File: config.mk
export PLATFORM = sky130hd
export DESIGN_NAME = axis_framer_flat
export DESIGN_NICKNAME = d
export VERILOG_FILES = /design/src/rtl/axis_framer_if.sv /design/src/rtl/axis_framer.sv /design/src/flat_wrapper.sv
export SDC_FILE = /design/constraint.sdc
export NUM_CORES = 1
export LEC_CHECK = 0
export ABC_AREA = 1
export CAP_MARGIN = 40
export CORE_AREA = 2 2 71 123
export CTS_BUF_LIST = sky130_fd_sc_hd__clkbuf_4 sky130_fd_sc_hd__clkbuf_8
export CTS_CLUSTER_SIZE = 10
export DETAILED_ROUTE_END_ITERATION = 8
export DIE_AREA = 0 0 73 125
export GPL_TIMING_DRIVEN = 1
export PLACE_DENSITY = 0.84
export SETUP_SLACK_MARGIN = 0.02
export SKIP_LAST_GASP = 1
export SLEW_MARGIN = 10
export SYNTH_ARGS = -nofsm -noshare
export SYNTH_HDL_FRONTEND = slang
export SYNTH_SLANG_ARGS = --single-unit
File: constraint.sdc
create_clock -name aclk -period 1.85 [get_ports aclk]
set_input_delay 0.2775 -clock aclk [delete_from_list [all_inputs] [get_ports aclk]]
set_output_delay 0.2775 -clock aclk [all_outputs]
set_load 0.02 [all_outputs]
File: src/rtl/axis_framer_if.sv
// AXI-Stream beat interface used on both sides of axis_framer.
//
// Signals:
//   tdata   payload, DATA_WIDTH bits
//   tvalid  source has a beat on tdata
//   tready  sink accepts the beat this cycle
//   tlast   end-of-packet marker travelling with the beat
//
// Modports:
//   master  drives tdata/tvalid/tlast, samples tready
//   slave   samples tdata/tvalid/tlast, drives tready
interface axis_framer_if #(
  parameter int unsigned DATA_WIDTH = 32
);

  logic [DATA_WIDTH-1:0] tdata;
  logic                  tvalid;
  logic                  tready;
  logic                  tlast;

  modport master (
    output tdata,
    output tvalid,
    output tlast,
    input  tready
  );

  modport slave (
    input  tdata,
    input  tvalid,
    input  tlast,
    output tready
  );

endinterface

File: src/rtl/axis_framer.sv
// axis_framer: AXI-Stream framing stage.
//
// Takes a raw beat stream and marks m_axis.tlast every pkt_len beats. An early
// s_axis.tlast from the source also ends the packet, in which case short_pkt
// pulses for one cycle. The output is one registered stage that sustains one
// beat per cycle while the downstream sink keeps tready high.
//
// Ports:
//   aclk       clock, everything on the rising edge
//   aresetn    asynchronous active-low reset
//   pkt_len    beats per packet, sampled on the first beat of each packet
//              (0 is treated as 1)
//   s_axis     slave stream: tdata/tvalid/tlast in, tready out
//   m_axis     master stream: tdata/tvalid/tlast out, tready in
//   short_pkt  one-cycle pulse, registered with the beat that ended a packet
//              early
//   pkt_count  (only with AXIS_FRAMER_STATS_EN) 32-bit wrapping count of
//              packets delivered downstream (m_axis handshakes with tlast)
//
// Build option:
//   AXIS_FRAMER_STATS_EN  adds the pkt_count port and its counter.
module axis_framer #(
  parameter int unsigned DATA_WIDTH = 32,
  parameter int unsigned LEN_WIDTH  = 16
) (
  input  logic                 aclk,
  input  logic                 aresetn,
  input  logic [LEN_WIDTH-1:0] pkt_len,
  axis_framer_if.slave         s_axis,
  axis_framer_if.master        m_axis,
  output logic                 short_pkt
`ifdef AXIS_FRAMER_STATS_EN
  ,
  output logic [31:0]          pkt_count
`else
  // No statistics port in this build.
`endif
);

  // Two bits so that a corrupted encoding has somewhere to land and recover.
  typedef enum logic [1:0] {
    StIdle  = 2'b00,
    StInPkt = 2'b01
  } state_e;

  state_e                state_q, state_d;
  logic [LEN_WIDTH-1:0]  beat_cnt_q, beat_cnt_d;
  logic [LEN_WIDTH-1:0]  len_q, len_d;
  logic [LEN_WIDTH-1:0]  eff_len;
  logic [DATA_WIDTH-1:0] tdata_q;
  logic                  tvalid_q;
  logic                  tlast_q;
  logic                  short_q, short_d;
  logic                  tlast_c;
  logic                  last_cnt;
  logic                  s_ready;
  logic                  s_hs;
  logic                  m_hs;

  // Ready is combinational so a beat can enter while the held one leaves.
  assign s_ready = aresetn && (!tvalid_q || m_axis.tready);
  assign s_hs    = s_axis.tvalid && s_ready;
  assign m_hs    = tvalid_q && m_axis.tready;

  assign s_axis.tready = s_ready;
  assign m_axis.tdata  = tdata_q;
  assign m_axis.tvalid = tvalid_q;
  assign m_axis.tlast  = tlast_q;
  assign short_pkt     = short_q;

  assign eff_len  = (pkt_len == '0) ? LEN_WIDTH'(1) : pkt_len;
  assign last_cnt = (beat_cnt_q == (len_q - LEN_WIDTH'(1)));

  // Framing state machine; advances only on an accepted input beat.
  always_comb begin
    state_d    = state_q;
    beat_cnt_d = beat_cnt_q;
    len_d      = len_q;
    tlast_c    = 1'b0;
    short_d    = 1'b0;
    unique case (state_q)
      StIdle: begin
        if (s_hs) begin
          len_d = eff_len;
          if ((eff_len == LEN_WIDTH'(1)) || s_axis.tlast) begin
            tlast_c    = 1'b1;
            // One beat delivered; early only if more were expected.
            short_d    = s_axis.tlast && (eff_len != LEN_WIDTH'(1));
            beat_cnt_d = '0;
          end else begin
            beat_cnt_d = LEN_WIDTH'(1);
            state_d    = StInPkt;
          end
        end
      end
      StInPkt: begin
        if (s_hs) begin
          tlast_c = last_cnt || s_axis.tlast;
          if (tlast_c) begin
            // Source tlast on the natural last beat is not a short packet.
            short_d    = s_axis.tlast && !last_cnt;
            beat_cnt_d = '0;
            state_d    = StIdle;
          end else begin
            beat_cnt_d = beat_cnt_q + LEN_WIDTH'(1);
          end
        end
      end
      default: begin
        state_d    = StIdle;
        beat_cnt_d = '0;
      end
    endcase
  end

  always_ff @(posedge aclk or negedge aresetn) begin
    if (!aresetn) begin
      state_q    <= StIdle;
      beat_cnt_q <= '0;
      len_q      <= '0;
      short_q    <= 1'b0;
    end else begin
      state_q    <= state_d;
      beat_cnt_q <= beat_cnt_d;
      len_q      <= len_d;
      short_q    <= short_d;
    end
  end

  // Output register: load on input handshake, otherwise drain on output
  // handshake. Data and tlast only change on a load, so they hold under stall.
  always_ff @(posedge aclk or negedge aresetn) begin
    if (!aresetn) begin
      tvalid_q <= 1'b0;
      tlast_q  <= 1'b0;
      tdata_q  <= '0;
    end else if (s_hs) begin
      tvalid_q <= 1'b1;
      tlast_q  <= tlast_c;
      tdata_q  <= s_axis.tdata;
    end else if (m_hs) begin
      tvalid_q <= 1'b0;
    end
  end

`ifdef AXIS_FRAMER_STATS_EN
  logic [31:0] pkt_count_q;

  always_ff @(posedge aclk or negedge aresetn) begin
    if (!aresetn) begin
      pkt_count_q <= '0;
    end else if (m_hs && tlast_q) begin
      pkt_count_q <= pkt_count_q + 32'd1;
    end
  end

  assign pkt_count = pkt_count_q;
`else
  // Packet statistics are compiled out.
`endif

endmodule
File: src/flat_wrapper.sv
// flat-port wrapper written by rule: the top's interface ports become plain ports
module axis_framer_flat 
#(
  parameter int unsigned DATA_WIDTH = 32,
  parameter int unsigned LEN_WIDTH  = 16
)
  (aclk, aresetn, pkt_len, short_pkt, s_axis_tdata, s_axis_tvalid, s_axis_tlast, s_axis_tready, m_axis_tdata, m_axis_tvalid, m_axis_tlast, m_axis_tready);
  axis_framer_if #(.DATA_WIDTH(DATA_WIDTH)) s_axis_i ();
  axis_framer_if #(.DATA_WIDTH(DATA_WIDTH)) m_axis_i ();
  input  logic aclk;
  input  logic aresetn;
  input  logic [LEN_WIDTH-1:0] pkt_len;
  output logic short_pkt;
  input wire logic [$bits(s_axis_i.tdata)-1:0] s_axis_tdata;
  input wire logic [$bits(s_axis_i.tvalid)-1:0] s_axis_tvalid;
  input wire logic [$bits(s_axis_i.tlast)-1:0] s_axis_tlast;
  output wire logic [$bits(s_axis_i.tready)-1:0] s_axis_tready;
  output wire logic [$bits(m_axis_i.tdata)-1:0] m_axis_tdata;
  output wire logic [$bits(m_axis_i.tvalid)-1:0] m_axis_tvalid;
  output wire logic [$bits(m_axis_i.tlast)-1:0] m_axis_tlast;
  input wire logic [$bits(m_axis_i.tready)-1:0] m_axis_tready;
  assign s_axis_i.tdata = s_axis_tdata;
  assign s_axis_i.tvalid = s_axis_tvalid;
  assign s_axis_i.tlast = s_axis_tlast;
  assign s_axis_tready = s_axis_i.tready;
  assign m_axis_tdata = m_axis_i.tdata;
  assign m_axis_tvalid = m_axis_i.tvalid;
  assign m_axis_tlast = m_axis_i.tlast;
  assign m_axis_i.tready = m_axis_tready;
  axis_framer #(.DATA_WIDTH(DATA_WIDTH), .LEN_WIDTH(LEN_WIDTH)) u_core (.aclk(aclk), .aresetn(aresetn), .pkt_len(pkt_len), .s_axis(s_axis_i), .m_axis(m_axis_i), .short_pkt(short_pkt));
endmodule
Word level (Yosys, flattened, before mapping)
Index checks and enable logic that the tools add are counted.

cells by class
  $add $sub $neg = 2
  eq/ne operators = 8
  multiplexer cells = 20
  reductions and logical operators = 16

operators with widths
  cell                                                                       number
  16-bit two-way mux                                                         4
  16-bit one-hot mux with 2 select lines                                     1
  16-bit by 1-bit adder with 16-bit output (second input constant)           1
  16-bit by 1-bit equality test with 1-bit output (second input constant)    1
  16-bit equality test                                                       1
  16-bit logical NOT                                                         1
  16-bit by 1-bit inequality test with 1-bit output (second input constant)  1
  16-bit by 1-bit subtractor with 16-bit output (second input constant)      1
  1-bit two-way mux                                                          8
  2-bit two-way mux                                                          4
  2-bit by 1-bit inequality test with 1-bit output (second input constant)   3
  1-bit logical AND                                                          5
  1-bit one-hot mux with 2 select lines                                      2
  2-bit one-hot mux with 2 select lines                                      1
  2-bit AND reduction                                                        2
  4-bit AND reduction                                                        1
  1-bit logical OR                                                           3
  2-bit by 1-bit equality test with 1-bit output (second input constant)     1
  1-bit logical NOT                                                          2
  2-bit logical NOT                                                          1
  2-bit inequality test (second input constant)                              1
  2-bit nonzero test                                                         1

word-level totals
  register bits after elaboration = 69
  input port bits = 53
  output and inout port bits = 36
  logic and storage cells = 53

Logic depth before layout (Yosys ltp)
  depth after elaboration = 7
  mapped depth = 17
  gate-level depth less buffers = 16

Worst setup path after synthesis
Ideal clock, no wire load.

  path kind = flip-flop to flip-flop
  start point = reg u_core.len_q[0]
  end point = reg u_core.beat_cnt_q[11]
  setup time = 124 ps
  arrival time = 1,816 ps
  data required time = 1,726 ps
  slack = -90 ps
  cell stages (with the launch flop) = 17
  path buffers = 1
  period minus slack after synthesis = 1,940 ps
  cell sequence = dfrtp_1 > inv_2 > ha_1 > nand2_2 > nor2_4 > nand3_2 > nand2_1 > inv_1 > nor2_2 > nand2_1 > nor2_2 > nand2_2 > nand3_4 > nand2_4 > inv_4 > buf_12 > nor2_4

on the way
  longest elaborated chain between the ends = 6

RTL lines
  element                                        line                text
  start, declared                                axis_framer.sv:48   logic [LEN_WIDTH-1:0] len_q, len_d;
  start signal, assigned                         axis_framer.sv:125  len_q <= len_d;
  16-bit by 1-bit subtractor with 16-bit output  axis_framer.sv:72   assign last_cnt = (beat_cnt_q == (len_q - LEN_WIDTH'(1)));
  16-bit equality test                           axis_framer.sv:72
  1-bit logical OR                               axis_framer.sv:98   tlast_c = last_cnt || s_axis.tlast;
  16-bit two-way mux                             axis_framer.sv:99   if (tlast_c) begin
  16-bit two-way mux                             axis_framer.sv:97   if (s_hs) begin
  16-bit one-hot mux with 2 select lines         axis_framer.sv:81   unique case (state_q)
  end signal, assigned                           axis_framer.sv:124  beat_cnt_q <= beat_cnt_d;
  end, declared                                  axis_framer.sv:47   logic [LEN_WIDTH-1:0] beat_cnt_q, beat_cnt_d;

No other way between the ends. The select of a mux whose other input is x is not followed.
A chain may end at the register's enable or synchronous reset.

Worst setup path in the final report
  start point = reg u_core.len_q[1]
  end point = reg u_core.tlast_q (netlist: u_core.m_axis.tlast)

on the way
  longest elaborated chain between the ends = 4

RTL lines
  element                                        line                text
  16-bit by 1-bit subtractor with 16-bit output  axis_framer.sv:72
  16-bit equality test                           axis_framer.sv:72
  1-bit logical OR                               axis_framer.sv:98
  1-bit one-hot mux with 2 select lines          axis_framer.sv:81
  end signal, assigned                           axis_framer.sv:139  tlast_q <= tlast_c;
  end, declared                                  axis_framer.sv:52   logic tlast_q;

No other way between the ends.

==> run summary <==
FF-to-FF Start -> u_core.len_q[1]
crit path to -> u_core.m_axis.tlast
Worst Skew -> 8.99 ps
Peak Freq -> 492 MHz
final hold viol count -> 0
initial antenna violation count -> 0
most used cell, CP -> buf_4
Synth Area per Inst -> 7.72 um^2
met2 Use GR -> 42.0%
GPL Wtd Cong -> 0.936
Synth Cell Area -> 0.00373 mm^2
drt initial violations -> 148
top-area cell type share of the netlist area -> 45.6%
hpwl dp -> 7500 um
All-Layer GR Usage -> 23.2%
synth warn -> 0
wire per inst -> 13.6 um
r2r worst-path depth -> 15
std cell rows -> 44
post-route minimum period -> 2030 ps
maximum vdd drop -> 0.000739 V
fin worst setup slack -> -181 ps
Crit. End Element -> register
P&R area growth vs syn -> 41.9%
Tcrit/Tclk final -> 110%
Hold Path Class -> in2async
startpoint types -> register
Port Buffers -> 88
die height -> 125 um
Critical-path top delay cell -> dfrtp_1
Total Die Area -> 0.00913 mm^2
sequential share of the synthesized area -> 45.6%
final setup vio count -> 19
Final Max Slew Viols -> 0
Crit Path Category -> reg2reg
Synth area leader -> dfrtp_1
max incr delay on CP -> 430 ps
Distinct cells, synth -> 31
pre-CTS WS -> -239 ps
CP required -> 2080 ps
H-tree depth -> 3
busiest grt layer -> met2
clock buffer depth -> 2
M1 GR Usage -> 23.6%
core area -> 0.00820 mm^2
CP Cell Sequence -> inv_2, ha_4, nand2_8, nor2_4, buf_4, xor2_1, nor2_1, nand2_1, nor2_2, nand2_2, nand3_4, buf_4, buf_4, nand3_1, nand2_1
total CTS buffers -> 9
Yosys reg bits -> 68
crit path launch -> u_core.len_q[1]
Sink Count -> 68
drt first pass iters -> 4
worst-path maximum fanout -> 5
Final nets -> 665
die extent in x -> 73 um
Post-Route WL -> 9630 um
DR DRC count -> 0
max-cap viol count -> 0
first-pass GRT wire length -> 16700 um
reg2reg setup slack -> -180 ps
synth top area cells -> dfrtp_1 (46%), nand2_1 (21%), inv_1 (4.2%), nor2_4 (4.2%), xor2_1 (3.8%)
cell family with most CP delay -> simple AND/OR/NAND/NOR gates
violated checks -> setup timing
top_reg_cell synth -> dfrtp_1
clock-pin slew on the worst setup and hold paths -> 80 ps
status -> finished with violations
CTS tree -> done
Worst-Skew Late Latency -> 340 ps
Initial Util -> 45.5%
vias per cell -> 5.04
ANT cells -> 0
hold_ws -> 0.452 ps
asr flop ratio synth -> 100%
static leakage -> 2.55 nW
cell count after synthesis -> 483
CP Buf/Inv Count -> 4
filler cell count -> 640
Via Count -> 3561
syn_nets -> 538
worst path arrival time -> 2260 ps
R2R Path End -> u_core.m_axis.tlast
P per Cell Area -> 1030 mW/mm^2
# IOs -> 89
RSZ-0062 raised after global routing -> yes
met3 Use GR -> 4.83%
gr ovfl total -> 0
Rel. slew slack -> 71.1%
pin count of the biggest net entering global routing -> 36
Root Driver -> clkbuf_8
vias in the first global route -> 3776
share of post-route cells with drive strength above 1 -> 16.6%
CP Depth -> 15
Detail Route Antenna Nets -> 0
Worst Tran Pin Value -> 431 ps
EDFF count, synth -> 0
==> worst min path at each step <==
stage / endpoint / slack [ps] / cells after the start
floorplan: u_core.beat_cnt_q[0] / -20 / 0
global placement: u_core.m_axis.tvalid / 380 / 2
detailed placement: u_core.m_axis.tvalid / 400 / 2
CTS: u_core.m_axis.tvalid / 9 / 2
global route: u_core.m_axis.tdata[9] / 30 / 2
finish: u_core.m_axis.tvalid / 0.5 / 2
==> routing by layer <==
metal	part of all wire, %	vias to the layer above
met3	4.6	41
met4	5.0	0
met2	55	124
met5	0	-
li1	-	1740
met1	35	1656
==> final cells by class <==
type / count / area [um^2] / share of cell area [%]
clock buffer: 11 / 145 / 2.74
clock inverter: 5 / 83.8 / 1.58
inverter: 44 / 174 / 3.29
multi-input combinational: 358 / 1840 / 34.8
sequential: 68 / 1700 / 32.1
tap: 92 / 115 / 2.17
timing repair buffer: 128 / 1220 / 23.1
timing repair inverter: 1 / 5.00 / 0.0945
==> flip-flops by register name (all words and copies together) (netlist names) <==
name                  cells
u_core.beat_cnt_q        16
u_core.len_q             16
u_core.m_axis.tdata      32
u_core.m_axis.tlast       1
u_core.m_axis.tvalid      1
u_core.short_pkt          1
u_core.state_q            1
==> where the power goes <==
part	switching, mW	total [mW]	internal, mW
clock	0.569	1.38	0.815
sequential	0.260	1.99	1.73
combinational	1.09	2.08	0.991
total	1.92	5.45	3.54
==> synthesized netlist by cell type (2+ instances only) <==
| master | n |
|---|---|
| nand2_4 | 3 |
| nand2_2 | 4 |
| xor2_1 | 16 |
| inv_1 | 42 |
| and2_1 | 2 |
| o21ai_0 | 15 |
| nor2_4 | 14 |
| nor4_1 | 4 |
| nor3_1 | 5 |
| nand4_1 | 5 |
| nand3b_1 | 7 |
| ha_1 | 2 |
| clkbuf_1 | 9 |
| xnor2_1 | 8 |
| dfrtp_1 | 68 |
| nand2_1 | 208 |
| nor2_2 | 8 |
| nand3_1 | 19 |
| nor2_1 | 32 |
==> per-stage QoR <==
| stage | total power, mW | utilization, % | instances | area, um^2 | setup TNS, ps |
|---|---|---|---|---|---|
| floorplan | 3.10 | - | 483 | 3760 | -12.3 |
| global placement | 3.92 | 60.9 | 685 | 4990 | -3710 |
| detailed placement | 4.00 | 60.9 | 685 | 4990 | -4940 |
| CTS | 5.47 | 64.3 | 705 | 5270 | -2730 |
| global route | 5.79 | 64.5 | 707 | 5290 | -5300 |
| finish | 5.45 | 64.5 | 707 | 5290 | -2670 |
==> logic make-up after synthesis <==
logic type	synth area share [%]
flip-flops	45.6
XOR/XNOR	5.63
buffers and inverters	6.30
AND/OR/NAND/NOR	39.6
AO/OA/AOI/OAI	2.15
adder cells (fa/ha/maj)	0.671
==> what timing repair did <==
action / 4_1_cts / 5_1_grt
resized for setup: 7 / 6
buffers inserted: 4 / 1
endpoints found under the hold margin: 0 / 0
setup endpoints to repair: 20 / 22
hold buffers: 0 / 0
pin swaps: 7 / 7
gates cloned: 0 / 1
==> cell usage in the layout (no fill, tap or decap), types with 7 or more instances in the layout <==
cell type	netlist	layout
clkbuf_8	0	10
xnor2_1	8	8
o21ai_0	15	12
nand3b_1	7	7
nor2_4	14	16
xor2_1	16	16
buf_4	0	36
clkdlybuf4s50_1	0	86
inv_1	42	39
nand3_1	19	18
dfrtp_1	68	68
nand2_1	208	206
nor2_2	8	7
nor2_1	32	31
Note: power is estimated with default switching activity, not from simulation.
